$ cat src/rtl/vec_lsu_pkg.sv
// Shared types and helpers for the strided vector load/store unit.
// Element width codes, FSM state encoding and lane strobe/mask helpers.
package vec_lsu_pkg;

    typedef enum logic [1:0] {
        SEW_8   = 2'd0,
        SEW_16  = 2'd1,
        SEW_32  = 2'd2,
        SEW_BAD = 2'd3
    } sew_t;

    typedef enum logic [2:0] {
        ST_IDLE = 3'd0,
        ST_CALC = 3'd1,
        ST_REQ  = 3'd2,
        ST_WB   = 3'd3,
        ST_NEXT = 3'd4,
        ST_DONE = 3'd5
    } state_t;

    // Byte strobes covering one element placed at byte offset off of a word.
    function automatic logic [3:0] wstrb_for(input logic [1:0] sew, input logic [1:0] off);
        case (sew)
            SEW_8:   return 4'b0001 << off;
            SEW_16:  return off[1] ? 4'b1100 : 4'b0011;
            SEW_32:  return 4'b1111;
            default: return 4'b0000;
        endcase
    endfunction

    function automatic logic [31:0] elem_mask(input logic [1:0] sew);
        case (sew)
            SEW_8:   return 32'h0000_00FF;
            SEW_16:  return 32'h0000_FFFF;
            default: return 32'hFFFF_FFFF;
        endcase
    endfunction

    // Illegal width counts as misaligned so a single check aborts the command.
    function automatic logic is_misaligned(input logic [1:0] sew, input logic [1:0] off);
        case (sew)
            SEW_8:   return 1'b0;
            SEW_16:  return off[0];
            SEW_32:  return off != 2'b00;
            default: return 1'b1;
        endcase
    endfunction

endpackage

$ cat src/rtl/vec_lsu_lane_align.sv
// Combinational lane steering between a 32-bit memory word and one vector element.
// Loads shift the addressed lane down and mask it; stores replicate and strobe it.
module vec_lsu_lane_align
    import vec_lsu_pkg::*;
(
    input  logic [1:0]  sew,
    input  logic [1:0]  offset,
    input  logic [31:0] rdata,
    input  logic [31:0] st_elem,
    output logic [31:0] ld_elem,
    output logic [31:0] st_wdata,
    output logic [3:0]  st_wstrb
);

    logic [31:0] shifted;

    always_comb begin
        shifted  = rdata >> {offset, 3'b000};
        ld_elem  = shifted & elem_mask(sew);
        case (sew)
            SEW_8:   st_wdata = {4{st_elem[7:0]}};
            SEW_16:  st_wdata = {2{st_elem[15:0]}};
            default: st_wdata = st_elem;
        endcase
        st_wstrb = wstrb_for(sew, offset);
    end

endmodule

$ cat src/rtl/vec_lsu_strided.sv
// Strided vector load/store initiator: one word access per element on a mem_valid/mem_ready bus.
// Optional VEC_LSU_COALESCE_EN reuses the last loaded word when consecutive elements share it.
module vec_lsu_strided
    import vec_lsu_pkg::*;
#(
    parameter int VL_MAX = 32,
    parameter int IDXW   = 5
) (
    input  logic            clk,
    input  logic            resetn,
    input  logic            cmd_valid,
    output logic            cmd_ready,
    input  logic            cmd_store,
    input  logic [31:0]     cmd_base,
    input  logic [31:0]     cmd_stride,
    input  logic [1:0]      cmd_sew,
    input  logic [IDXW:0]   cmd_vl,
    output logic            done,
    output logic            err,
    output logic            ld_we,
    output logic [IDXW-1:0] ld_idx,
    output logic [31:0]     ld_data,
    output logic [IDXW-1:0] st_idx,
    input  logic [31:0]     st_data,
    output logic            mem_valid,
    input  logic            mem_ready,
    output logic [31:0]     mem_addr,
    output logic [31:0]     mem_wdata,
    output logic [3:0]      mem_wstrb,
    input  logic [31:0]     mem_rdata
);

    localparam logic [IDXW:0] VL_CAP = (IDXW+1)'(VL_MAX);

    state_t          state;
    logic            store_reg;
    logic [1:0]      sew_reg;
    logic [31:0]     ea_reg;
    logic [31:0]     stride_reg;
    logic [IDXW:0]   vl_reg;
    logic [IDXW-1:0] idx_reg;

    logic [IDXW:0]   vl_clamped;
    logic            last_elem;
    logic [31:0]     lane_src;
    logic [31:0]     lane_ld;
    logic [31:0]     lane_wdata;
    logic [3:0]      lane_wstrb;

    assign vl_clamped = (cmd_vl > VL_CAP) ? VL_CAP : cmd_vl;
    assign last_elem  = ({1'b0, idx_reg} == (vl_reg - 1'b1));
    assign st_idx     = idx_reg;

`ifdef VEC_LSU_COALESCE_EN
    logic        tag_valid;
    logic [29:0] tag_addr;
    logic [31:0] tag_data;
    logic        tag_hit;

    assign tag_hit  = !store_reg && tag_valid && (tag_addr == ea_reg[31:2]);
    // The cached word is only consumed in CALC; REQ always aligns the live bus data.
    assign lane_src = (state == ST_CALC) ? tag_data : mem_rdata;
`else
    assign lane_src = mem_rdata;
`endif

    vec_lsu_lane_align u_align (
        .sew      (sew_reg),
        .offset   (ea_reg[1:0]),
        .rdata    (lane_src),
        .st_elem  (st_data),
        .ld_elem  (lane_ld),
        .st_wdata (lane_wdata),
        .st_wstrb (lane_wstrb)
    );

    always_ff @(posedge clk or negedge resetn) begin
        if (!resetn) begin
            state      <= ST_IDLE;
            cmd_ready  <= 1'b1;
            done       <= 1'b0;
            err        <= 1'b0;
            ld_we      <= 1'b0;
            ld_idx     <= '0;
            ld_data    <= '0;
            mem_valid  <= 1'b0;
            mem_addr   <= '0;
            mem_wdata  <= '0;
            mem_wstrb  <= '0;
            store_reg  <= 1'b0;
            sew_reg    <= '0;
            ea_reg     <= '0;
            stride_reg <= '0;
            vl_reg     <= '0;
            idx_reg    <= '0;
`ifdef VEC_LSU_COALESCE_EN
            tag_valid  <= 1'b0;
            tag_addr   <= '0;
            tag_data   <= '0;
`endif
        end else begin
            case (state)
                ST_IDLE: begin
                    if (cmd_valid) begin
                        store_reg  <= cmd_store;
                        sew_reg    <= cmd_sew;
                        ea_reg     <= cmd_base;
                        stride_reg <= cmd_stride;
                        vl_reg     <= vl_clamped;
                        idx_reg    <= '0;
                        cmd_ready  <= 1'b0;
                        err        <= 1'b0;
`ifdef VEC_LSU_COALESCE_EN
                        tag_valid  <= 1'b0;
`endif
                        if (vl_clamped == '0) begin
                            done  <= 1'b1;
                            state <= ST_DONE;
                        end else begin
                            state <= ST_CALC;
                        end
                    end
                end
                ST_CALC: begin
                    if (is_misaligned(sew_reg, ea_reg[1:0])) begin
                        err   <= 1'b1;
                        done  <= 1'b1;
                        state <= ST_DONE;
                    end
`ifdef VEC_LSU_COALESCE_EN
                    else if (tag_hit) begin
                        ld_we   <= 1'b1;
                        ld_idx  <= idx_reg;
                        ld_data <= lane_ld;
                        state   <= ST_WB;
                    end
`endif
                    else begin
                        mem_valid <= 1'b1;
                        mem_addr  <= {ea_reg[31:2], 2'b00};
                        mem_wdata <= store_reg ? lane_wdata : 32'h0;
                        mem_wstrb <= store_reg ? lane_wstrb : 4'b0000;
`ifdef VEC_LSU_COALESCE_EN
                        if (store_reg) begin
                            tag_valid <= 1'b0;
                        end
`endif
                        state     <= ST_REQ;
                    end
                end
                ST_REQ: begin
                    if (mem_ready) begin
                        mem_valid <= 1'b0;
                        mem_wstrb <= 4'b0000;
                        if (store_reg) begin
                            state <= ST_NEXT;
                        end else begin
                            ld_we   <= 1'b1;
                            ld_idx  <= idx_reg;
                            ld_data <= lane_ld;
`ifdef VEC_LSU_COALESCE_EN
                            tag_valid <= 1'b1;
                            tag_addr  <= ea_reg[31:2];
                            tag_data  <= mem_rdata;
`endif
                            state   <= ST_WB;
                        end
                    end
                end
                ST_WB: begin
                    ld_we <= 1'b0;
                    state <= ST_NEXT;
                end
                ST_NEXT: begin
                    // Running sum equals base + idx*stride modulo 2^32.
                    idx_reg <= idx_reg + 1'b1;
                    ea_reg  <= ea_reg + stride_reg;
                    if (last_elem) begin
                        done  <= 1'b1;
                        state <= ST_DONE;
                    end else begin
                        state <= ST_CALC;
                    end
                end
                ST_DONE: begin
                    done      <= 1'b0;
                    err       <= 1'b0;
                    cmd_ready <= 1'b1;
                    state     <= ST_IDLE;
                end
                default: begin
                    state <= ST_IDLE;
                end
            endcase
        end
    end

endmodule

$ cat config.mk
export PLATFORM = sky130hd
export DESIGN_NAME = vec_lsu_strided
export DESIGN_NICKNAME = d
export VERILOG_FILES = /design/src/rtl/vec_lsu_pkg.sv /design/src/rtl/vec_lsu_lane_align.sv /design/src/rtl/vec_lsu_strided.sv
export SDC_FILE = /design/constraint.sdc
export NUM_CORES = 1
export LEC_CHECK = 0
export BUFFER_PORTS_ARGS = -buffer_cell sky130_fd_sc_hd__buf_2
export CAP_MARGIN = 20
export CORE_ASPECT_RATIO = 2
export CORE_MARGIN = 10
export CORE_UTILIZATION = 54
export CTS_CLUSTER_DIAMETER = 40
export CTS_CLUSTER_SIZE = 30
export DETAILED_ROUTE_END_ITERATION = 12
export PLACE_DENSITY = 0.93
export SLEW_MARGIN = 20
export SYNTH_ARGS = -nofsm -noshare
export SYNTH_HDL_FRONTEND = slang
export SYNTH_SLANG_ARGS = --single-unit
$ cat constraint.sdc
create_clock -name clk -period 3.5 [get_ports clk]
set_input_delay 0.525 -clock clk [delete_from_list [all_inputs] [get_ports clk]]
set_output_delay 0.525 -clock clk [all_outputs]
set_load 0.05 [all_outputs]
==> run_results.csv, run 1 <==
group,metric,value,unit
status,status,"complete, no violations",
setup_path,cp.arrival,3.27,ns
cts,clockRootBuffer,"clkbuf_16",
layout,areaGrowthSynthToFinish,21.2,%
power,p_leak,6.39,nW
floorplanning,dieWidth,117,um
cts,clk_pin_slew,0.07,ns
cts,cts_buffers,17,
setup_path,criticalPathCategory,"reg -> reg",
setup_path,critPathLaunchType,"flop",
setup_path,end_kind,"flop",
place,place_area,11700,um^2
setup_path,cp_slowest_cell,"fa_1",
synthesis,ys_warn_count,0,
synthesis,yosysSeqAreaShare,0.464,
cts,cts_tree,"yes",
floorplanning,initial_core_util,0.544,
grt,grt_max_degree,96,
sta,hold_viol_final,0,
floorplanning,std_cell_rows,71,
grt,grt_first_pass_wirelength,50.5,mm
setup_path,crit_chain,"ha_1, fa_1, a211oi_2, o21ai_1, a2111oi_2, nor2_2, a31o_4, a2111oi_4, nor3_2",
grt,grt_pass1_vias,9946,
sta,max-slew-margin-rel,0.339,
sta,rsz0062_at_grt,"false",
synthesis,synth_top_area_share,0.461,
power,powerDensity,1190,nW/um^2
route,wl_per_cell,18.9,um
route,dr.pass1.iters,6,
grt,grt.total_usage,0.256,
sta,timing.final.crit_share,0.841,
synthesis,netlist_instances,1204,
sta,setup_viol,0,
cts,clk-insertion-delay-late,0.45,ns
synthesis,synth-async-reset-ratio,1.00,
route,postRouteAntennaNets,0,
place,port-buffer-count,253,
route,vias_per_cell,5.70,
route,drt_iter0_markers,756,
floorplanning,dieArea,25100,um^2
sta,finClkSkew,0.0102,ns
floorplanning,coreArea,18700,um^2
layout,layout-drive-gt1-share,0.239,
floorplanning,ios,256,
grt,overflow,0,
route,route.detailed.drc,0,
synthesis,yosys.area.top_type,"dfrtp_1",
synthesis,yosys_most_used_dff,"dfrtp_1",
hold_path,holdCritPathClass,"in -> async",
cts,clock_sinks,189,
sta,fmax,0.340,GHz
cts,cts_buffer_depth,2,
sta,fin_setup_tns,0,ns
route,drt-total-wl,32.1,mm
synthesis,yosys_register_bits,189,
setup_path,path_depth,9,
setup_path,worstRegToRegCells,9,
place,place_hpwl,24.1,mm
synthesis,ys_types,64,
sta,period_needed,2.94,ns
setup_path,path_buf_inv,0,
setup_path,crit_path_max_fanout,3,
synthesis,syn-cell-area,10200,um^2
cts,cts_setup_buffers,0,
layout,fin_nets,1602,
floorplanning,fp.dieH,214,um
layout,design_area,12400,um^2
cts,ctsHoldBuffers,0,
grt,antenna_found_initial,1,
setup_path,cp_top_family,"compound AO/OA/AOI/OAI gates",
sta,tightest_slew,0.989,ns
cts,post_cts_resized,0,
synthesis,synthTopCellsByArea,"dfrtp_1 (46%), nand2_1 (16%), o21ai_0 (4.9%), ha_1 (4.0%), a21oi_1 (2.9%)",
setup_path,critPathRequiredTime,3.83,ns
synthesis,syn_avg_cell_area,8.47,um^2
synthesis,synth_edf_count,0,
sta,final_max_slew_viol_count,0,
place,gp_congestion,0.969,
job,max-cap-violations,0,
setup_path,slowest_delay,0.44,ns
cts,cts.htree.levels,4,
power,ir_worst_vdd,760,uV
route,vias,9665,
## worst paths after layout
path / startpoint / endpoint / slack (ns)
setup / recovery: ea_reg[0] / ea_reg[28] / 0.56
hold / removal: resetn / stride_reg[9] / 0.09
setup reg to reg: ea_reg[0] / ea_reg[28] / 0.56
hold reg to reg: ld_data[31] / ld_data[31] / 0.47
max in group asynchronous: resetn / cmd_ready / 2.51
min in group clk: cmd_stride[21] / stride_reg[21] / 0.26
## cells in the final DEF, fill, tap and decap left out, drive strengths merged, types with 14 or more instances in the layout
cell type	netlist	routed
inv	15	19
clkbuf	52	18
o21ai	100	100
a31oi	14	14
dfrtp	188	188
mux2	24	24
buf	17	271
ha	33	33
nand2	428	428
xnor2	16	16
xor2	14	14
nor2	38	38
mux2i	25	25
a211oi	15	15
nand3	20	20
a21oi	59	59
## power by group
group | total (W) | switching [W] | internal [W]
logic | 0.00860 | 0.00596 | 0.00264
registers | 0.00391 | 0.000729 | 0.00318
clock network | 0.00218 | 0.000902 | 0.00128
total | 0.0147 | 0.00759 | 0.00710
## cells by family after synthesis
kind of cell / Yosys count / synth area share
xor gates and xnor gates: 30 / 0.0258
AOI/OAI and AO/OA: 262 / 0.159
adders and majority gates: 34 / 0.0424
buffers and inverters: 84 / 0.0325
muxes: 49 / 0.0510
other: 1 / 0.000368
and+or+nand+nor: 555 / 0.225
DFF: 189 / 0.464
## area by class of cell
type                       instances  area [um^2]
fill                            1493         6380
multi-input combinational        932         5150
sequential                       189         4730
timing repair buffer             272         1440
clock buffer                      17          425
tap                              255          319
clock inverter                    15          235
inverter                          15         56.3
antenna                            1         2.50
## worst register-to-register path, stage by stage, from the launching register on
cell and delay (ns):
dfrtp_1 0.38, ha_1 0.22, fa_1 0.44, a211oi_2 0.30, o21ai_1 0.14, a2111oi_2 0.44, nor2_2 0.16, a31o_4 0.29
a2111oi_4 0.36, nor3_2 0.08
## synthesized netlist by cell type, drive strengths merged, types with 12 or more instances
cell	instances
o31ai	12
nand3	20
mux2	24
ha	33
a211oi	15
nand2	428
xor2	14
mux2i	25
nor2	38
dfrtp	188
nor3	13
inv	15
a21oi	59
clkbuf	52
xnor2	16
buf	17
o21ai	100
a31oi	14
## through the flow
stage | util | setup WS, ns | total power (W) | hold slack [ns] | std cells
after floorplan | - | 0.815 | 0.0102 | 0.229 | 1205
after global placement | 0.624 | 0.697 | 0.0122 | 0.447 | 1663
after detailed placement | 0.624 | 0.624 | 0.0124 | 0.456 | 1663
after CTS | 0.659 | 0.605 | 0.0147 | 0.142 | 1695
after global routing | 0.660 | 0.473 | 0.0157 | 0.151 | 1696
final | 0.660 | 0.555 | 0.0147 | 0.0920 | 1696
## layer usage
metal | part of all wire | vias up | track usage | wire (um)
met2 | 0.53 | 444 | 0.455 | 17000
met3 | 0.067 | 130 | 0.0423 | 2150
met1 | 0.34 | 4558 | 0.260 | 10900
met4 | 0.060 | 0 | 0.171 | 1940
met5 | 0 | - | 0 | 0
li1 | - | 4533 | - | -
No activity file was read; power rests on OpenSTA's default activity.
==> inputs of run 2 (changes only) <==
--- a/config.mk
+++ b/config.mk
@@ -5,15 +5,16 @@
 export SDC_FILE = /design/constraint.sdc
 export NUM_CORES = 1
 export LEC_CHECK = 0
+export ABC_AREA = 1
 export BUFFER_PORTS_ARGS = -buffer_cell sky130_fd_sc_hd__buf_2
 export CAP_MARGIN = 20
 export CORE_ASPECT_RATIO = 2
 export CORE_MARGIN = 10
-export CORE_UTILIZATION = 54
+export CORE_UTILIZATION = 49
 export CTS_CLUSTER_DIAMETER = 40
 export CTS_CLUSTER_SIZE = 30
 export DETAILED_ROUTE_END_ITERATION = 12
-export PLACE_DENSITY = 0.93
+export PLACE_DENSITY = 0.89
 export SLEW_MARGIN = 20
 export SYNTH_ARGS = -nofsm -noshare
 export SYNTH_HDL_FRONTEND = slang
==> constraint.sdc (replaced) <==
create_clock -name clk -period 2.5 [get_ports clk]
set_input_delay 0.375 -clock clk [delete_from_list [all_inputs] [get_ports clk]]
set_output_delay 0.375 -clock clk [all_outputs]
set_load 0.05 [all_outputs]
==> run_results.csv, run 2 <==
group,metric,value,unit
route,routed.top_layer,"met4",
layout,regArea,4730,um^2
route,dr.pass1.iters,5,
setup_path,end_kind,"flop",
job,max-cap-violations,0,
floorplanning,coreArea,21500,um^2
synthesis,ys_types,45,
floorplanning,fp.dieH,228,um
place,place_hpwl,27.7,mm
setup_path,criticalPathCategory,"reg -> reg",
setup_path,cp_slowest_cell,"dfrtp_1",
grt,grt_max_degree,75,
layout,multi_input_area,4980,um^2
layout,layout-drive-gt1-share,0.192,
sta,fin_setup_tns,0,ns
route,route.detailed.drc,0,
floorplanning,dieArea,28400,um^2
synthesis,synthTopCellsByArea,"dfrtp_1 (44%), nand2_1 (21%), inv_1 (6.0%), ha_1 (3.9%), nor2_1 (3.5%)",
synthesis,synth_top_area_share,0.442,
sta,period_needed,2.32,ns
place,pre_cts_slack,0.218,ns
route,postRouteAntennaNets,0,
grt,overflow,0,
route,vias_per_cell,5.37,
sta,tightest_slew,0.747,ns
status,status,"complete, no violations",
route,dr_wl_met2,18.6,mm
cts,clk_pin_slew,0.08,ns
layout,fill_cells,2021,
sta,setup_viol,0,
setup_path,critPathRequiredTime,2.85,ns
sta,timing.final.crit_share,0.929,
synthesis,netlist_instances,1452,
layout,areaGrowthSynthToFinish,20.0,%
layout,final_cell_mix,"nand2_1 (584), buf_2 (252), dfrtp_1 (188)",
sta,max-slew-margin-rel,0.501,
synthesis,synth_edf_count,0,
setup_path,crit_chain,"ha_1, nand2_1, inv_1, nand2_1, nand2_1, nand3b_1, nand2_1, nand2_1, nand2_1, nand3_1, nand2_1, nand2_1",
cts,clk-insertion-delay-late,0.46,ns
cts,post_cts_resized,0,
place,port-buffer-count,253,
setup_path,cpMostUsedCell,"nand2_1",
power,p_leak,7.24,nW
cts,cts_buffer_depth,2,
setup_path,critPathLaunchType,"flop",
sta,finClkSkew,0.0134,ns
setup_path,slowest_delay,0.41,ns
route,drt-total-wl,35.6,mm
sta,setup_slack,0.177,ns
route,wl_met1,12.5,mm
synthesis,yosys.area.top_type,"dfrtp_1",
synthesis,yosysSeqAreaShare,0.444,
grt,grt_first_pass_wirelength,57.0,mm
layout,mostFrequentLayoutCell,"nand2_1",
power,powerDensity,1610,nW/um^2
cts,clock_sinks,189,
sta,fmax,0.431,GHz
setup_path,crit_path_max_fanout,4,
synthesis,synth_most_common_cell,"nand2_1",
route,vias,10700,
layout,fin_nets,1867,
sta,final_max_slew_viol_count,0,
floorplanning,dieWidth,124,um
cts,clockRootBuffer,"clkbuf_16",
floorplanning,initial_core_util,0.495,
grt,grt_pass1_vias,11000,
synthesis,syn_avg_cell_area,7.33,um^2
route,routed-wl-met3,1.75,mm
synthesis,syn-cell-area,10600,um^2
synthesis,synth-async-reset-ratio,1.00,
sta,rsz0062_at_grt,"false",
setup_path,cp.arrival,2.68,ns
floorplanning,ios,256,
hold_path,holdCritPathClass,"in -> reg",
cts,cts_tree,"yes",
grt,antenna_found_initial,4,
cts,cts_setup_buffers,0,
route,wl_per_cell,18.0,um
grt,grt.total_usage,0.247,
route,drt_iter0_markers,992,
cts,cts.htree.levels,4,
synthesis,ys_top_cells_by_count,"nand2_1 (584), dfrtp_1 (188), inv_1 (171), nor2_1 (100), o21ai_0 (72)",
sta,hold_viol_final,0,
synthesis,yosys_most_used_dff,"dfrtp_1",
synthesis,yosys_register_bits,189,
cts,ctsHoldBuffers,1,
power,ir_worst_vdd,927,uV
place,gp_congestion,0.979,
floorplanning,std_cell_rows,76,
cts,cts_buffers,17,
synthesis,ys_warn_count,0,
[run 2: changes by cell type in the layout (fill, tap and decap cells not counted), moves of 24 or more]
cell,delta
o21ai_0,-27
inv_1,+156
nand2_1,+156
nor2_1,+63
nand3_1,+33
a21oi_1,-24
mux2_2,-24
[run 2: cell families after synthesis]
logic type      after synthesis  synth area share
compound gates              212             0.121
xor+xnor                     22            0.0194
fa+ha+maj                    34            0.0407
buf+inv                     233            0.0887
flops                       189             0.444
mux                           8           0.00752
other cells                   1          0.000352
simple gates                753             0.278
[run 2: worst paths after layout]
kind | start | endpoint | slack, ns | depth (start not counted)
hold / removal | cmd_stride[24] | stride_reg[24] | 0.11 | 3
max in group asynchronous | resetn | mem_wdata[16] | 1.20 | 3
setup / recovery | ea_reg[9] | ea_reg[26] | 0.18 | 12
min in group asynchronous | resetn | stride_reg[9] | 0.49 | 2
hold reg to reg | mem_addr[30] | mem_addr[30] | 0.48 | 2
setup reg to reg | ea_reg[9] | ea_reg[26] | 0.18 | 12
[run 2: final cells by class]
class                      count  area share
antenna                        4    0.000783
clock inverter                15      0.0118
inverter                     181      0.0532
timing repair buffer         272       0.114
sequential                   189       0.370
multi-input combinational   1031       0.390
clock buffer                  17      0.0333
tap                          273      0.0267
[run 2: critical path, delay by kind of cell (launching register included)]
family                   cells  cell delay (ns)
AND/OR/NAND/NOR             10             1.34
flip-flops                   1             0.41
adder cells (fa/ha/maj)      1             0.40
buffers and inverters        1             0.06
[run 2: routing by layer]
layer / track usage / vias up
met5: 0 / -
met4: 0.182 / 0
met3: 0.0425 / 162
met2: 0.444 / 449
met1: 0.249 / 4971
li1: - / 5069
[run 2: where the power goes]
| part | switching (W) | leakage (nW) | total (W) | internal (W) |
|---|---|---|---|---|
| clock | 0.00137 | 0.281 | 0.00270 | 0.00133 |
| sequential | 0.000899 | 2.42 | 0.00533 | 0.00443 |
| combinational | 0.00909 | 4.54 | 0.0126 | 0.00347 |
[run 2: stage by stage]
stage / util / instances / power (W) / hold slack (ns) / area, um^2
floorplan: - / 1453 / 0.0143 / 0.0794 / 10600
global placement: 0.567 / 1945 / 0.0175 / 0.422 / 12200
detailed placement: 0.567 / 1945 / 0.0178 / 0.425 / 12200
CTS: 0.594 / 1978 / 0.0206 / 0.0992 / 12800
global route: 0.594 / 1982 / 0.0221 / 0.121 / 12800
finish: 0.594 / 1982 / 0.0206 / 0.110 / 12800
==> inputs of run 3 (changes only) <==
--- a/config.mk
+++ b/config.mk
@@ -14,7 +14,7 @@
 export CTS_CLUSTER_DIAMETER = 40
 export CTS_CLUSTER_SIZE = 30
 export DETAILED_ROUTE_END_ITERATION = 12
-export PLACE_DENSITY = 0.89
+export PLACE_DENSITY_LB_ADDON = 0.3
 export SLEW_MARGIN = 20
 export SYNTH_ARGS = -nofsm -noshare
 export SYNTH_HDL_FRONTEND = slang
==> run_results.csv, run 3 (synthesis results as in run 2) <==
group,metric,value,unit
status,status,"complete, no violations",
cts,cts_buffers,17,
route,dr.pass1.iters,6,
power,p_seq_frac,0.258,
route,route.detailed.drc,0,
cts,clk_pin_slew,0.07,ns
setup_path,crit_path_max_fanout,4,
route,wl_per_cell,18.0,um
sta,setup_viol,0,
setup_path,worstRegToRegCells,10,
power,power,0.0207,W
power,powerDensity,1610,nW/um^2
floorplanning,std_cell_rows,76,
sta,fin_setup_tns,0,ns
hold_path,holdPathEnd,"stride_reg[12]",
floorplanning,ios,256,
setup_path,end_kind,"flop",
floorplanning,coreArea,21500,um^2
sta,period_needed,2.24,ns
grt,grt_pass1_vias,10700,
route,drt-total-wl,35.6,mm
setup_path,critPathRequiredTime,2.82,ns
route,postRouteAntennaNets,0,
floorplanning,dieArea,28400,um^2
power,p_clk_frac,0.137,
sta,tightest_slew,1.10,ns
grt,grt.total_usage,0.245,
layout,regArea,4730,um^2
sta,timing.final.crit_share,0.897,
cts,clockRootBuffer,"clkbuf_16",
layout,fill_cells,2107,
route,vias_per_cell,5.23,
cts,cts_setup_buffers,0,
cts,cts_buffer_depth,2,
sta,finClkSkew,0.00983,ns
cts,cts.htree.levels,4,
cts,post_cts_resized,0,
layout,multi_input_area,4980,um^2
sta,rsz0062_at_grt,"false",
sta,max-slew-margin-rel,0.269,
route,vias,10400,
power,switching_share,0.542,
hold_path,hp-start,"cmd_stride[12]",
grt,antenna_found_initial,0,
layout,final_cell_mix,"nand2_1 (584), buf_2 (252), dfrtp_1 (188)",
grt,grt_first_pass_wirelength,56.1,mm
setup_path,r2r-end,"ea_reg[16]",
setup_path,worstReg2RegStart,"ea_reg[0]",
floorplanning,dieWidth,124,um
sta,fmax,0.446,GHz
floorplanning,initial_core_util,0.495,
power,p_switching,0.0112,W
grt,overflow,0,
layout,areaGrowthSynthToFinish,20.4,%
sta,hold_viol_final,0,
hold_path,holdCritPathClass,"in -> reg",
floorplanning,fp.dieH,228,um
power,intPower,0.00948,W
cts,clock_sinks,189,
hold_path,hold_depth,3,
power,p_leak,7.27,nW
layout,layout-drive-gt1-share,0.194,
grt,grt_max_degree,77,
place,place_hpwl,27.5,mm
layout,mostFrequentLayoutCell,"nand2_1",
cts,cts_tree,"yes",
job,max-cap-violations,0,
cts,clk-insertion-delay-late,0.45,ns
layout,fin_util,0.596,
layout,fin_nets,1872,
layout,diodes,0,
place,port-buffer-count,253,
route,drt_iter0_markers,734,
sta,final_max_slew_viol_count,0,
power,comb_power_share,0.605,
setup_path,r2r_slack,0.26,ns
setup_path,cp.arrival,2.57,ns
setup_path,criticalPathCategory,"reg -> reg",
place,gp_congestion,0.944,
place,dpl.cell_count,1949,
layout,finalNonFillerCells,1983,
power,ir_worst_vdd,943,uV
setup_path,critPathLaunchType,"flop",
[run 3: critical path: stages (launching register included)]
cell	delay [ns]
dfrtp_1	0.39
ha_1	0.26
fa_1	0.46
nand3_1	0.12
nand3_1	0.14
nand2_1	0.09
nand3_1	0.14
nand3_1	0.11
nand2_1	0.06
o21ai_0	0.25
nand2_1	0.08
[run 3: layout make-up]
cell class	count	share of cell area
well taps	273	0.0266
clock buffers	19	0.0353
clock inverters	13	0.0120
inverters	181	0.0530
flip-flops and latches	189	0.369
multi-input cells	1032	0.389
repair buffers	276	0.115
[run 3: how the worst max path moves through the flow]
stage	start	end	slack, ns
after floorplan	ea_reg[0]	ea_reg[24]	0.60
after global placement	state[0]	ea_reg[16]	0.18
after detailed placement	state[0]	ea_reg[16]	0.12
after CTS	state[0]	ea_reg[16]	0.12
after global routing	ea_reg[1]	ea_reg[23]	0.06
final	ea_reg[0]	ea_reg[16]	0.26
[run 3: metal layers]
metal | track usage | part of all wire | vias to the layer above | routed length [um]
met3 | 0.0427 | 0.049 | 97 | 1750
met1 | 0.245 | 0.36 | 4817 | 12900
met4 | 0.138 | 0.051 | 0 | 1820
met2 | 0.459 | 0.54 | 365 | 19100
li1 | - | - | 5097 | -
met5 | 0 | 0 | - | 0
[run 3: power by group through the flow]
stage | sequential, W | combinational, W | clock [W]
global route | 0.00550 | 0.0138 | 0.00299
CTS | 0.00533 | 0.0125 | 0.00288
global placement | 0.00533 | 0.0123 | 0
detailed placement | 0.00537 | 0.0125 | 0
floorplan | 0.00782 | 0.00653 | 0
finish | 0.00534 | 0.0125 | 0.00284
[run 3: per-stage QoR]
step                      area, um^2  hold WS (ns)  setup slack [ns]
after floorplan                10600        0.0794             0.596
after global placement         12200         0.391             0.178
after CTS                      12800         0.109             0.125
after global routing           12800         0.138            0.0642
final                          12800         0.119             0.256
after detailed placement       12200         0.395             0.120
[run 3: repair_timing]
action / CTS / global route
setup endpoints to repair: 0 / 1
hold buffers: 1 / 0
endpoints found under the hold margin: 53 / 0
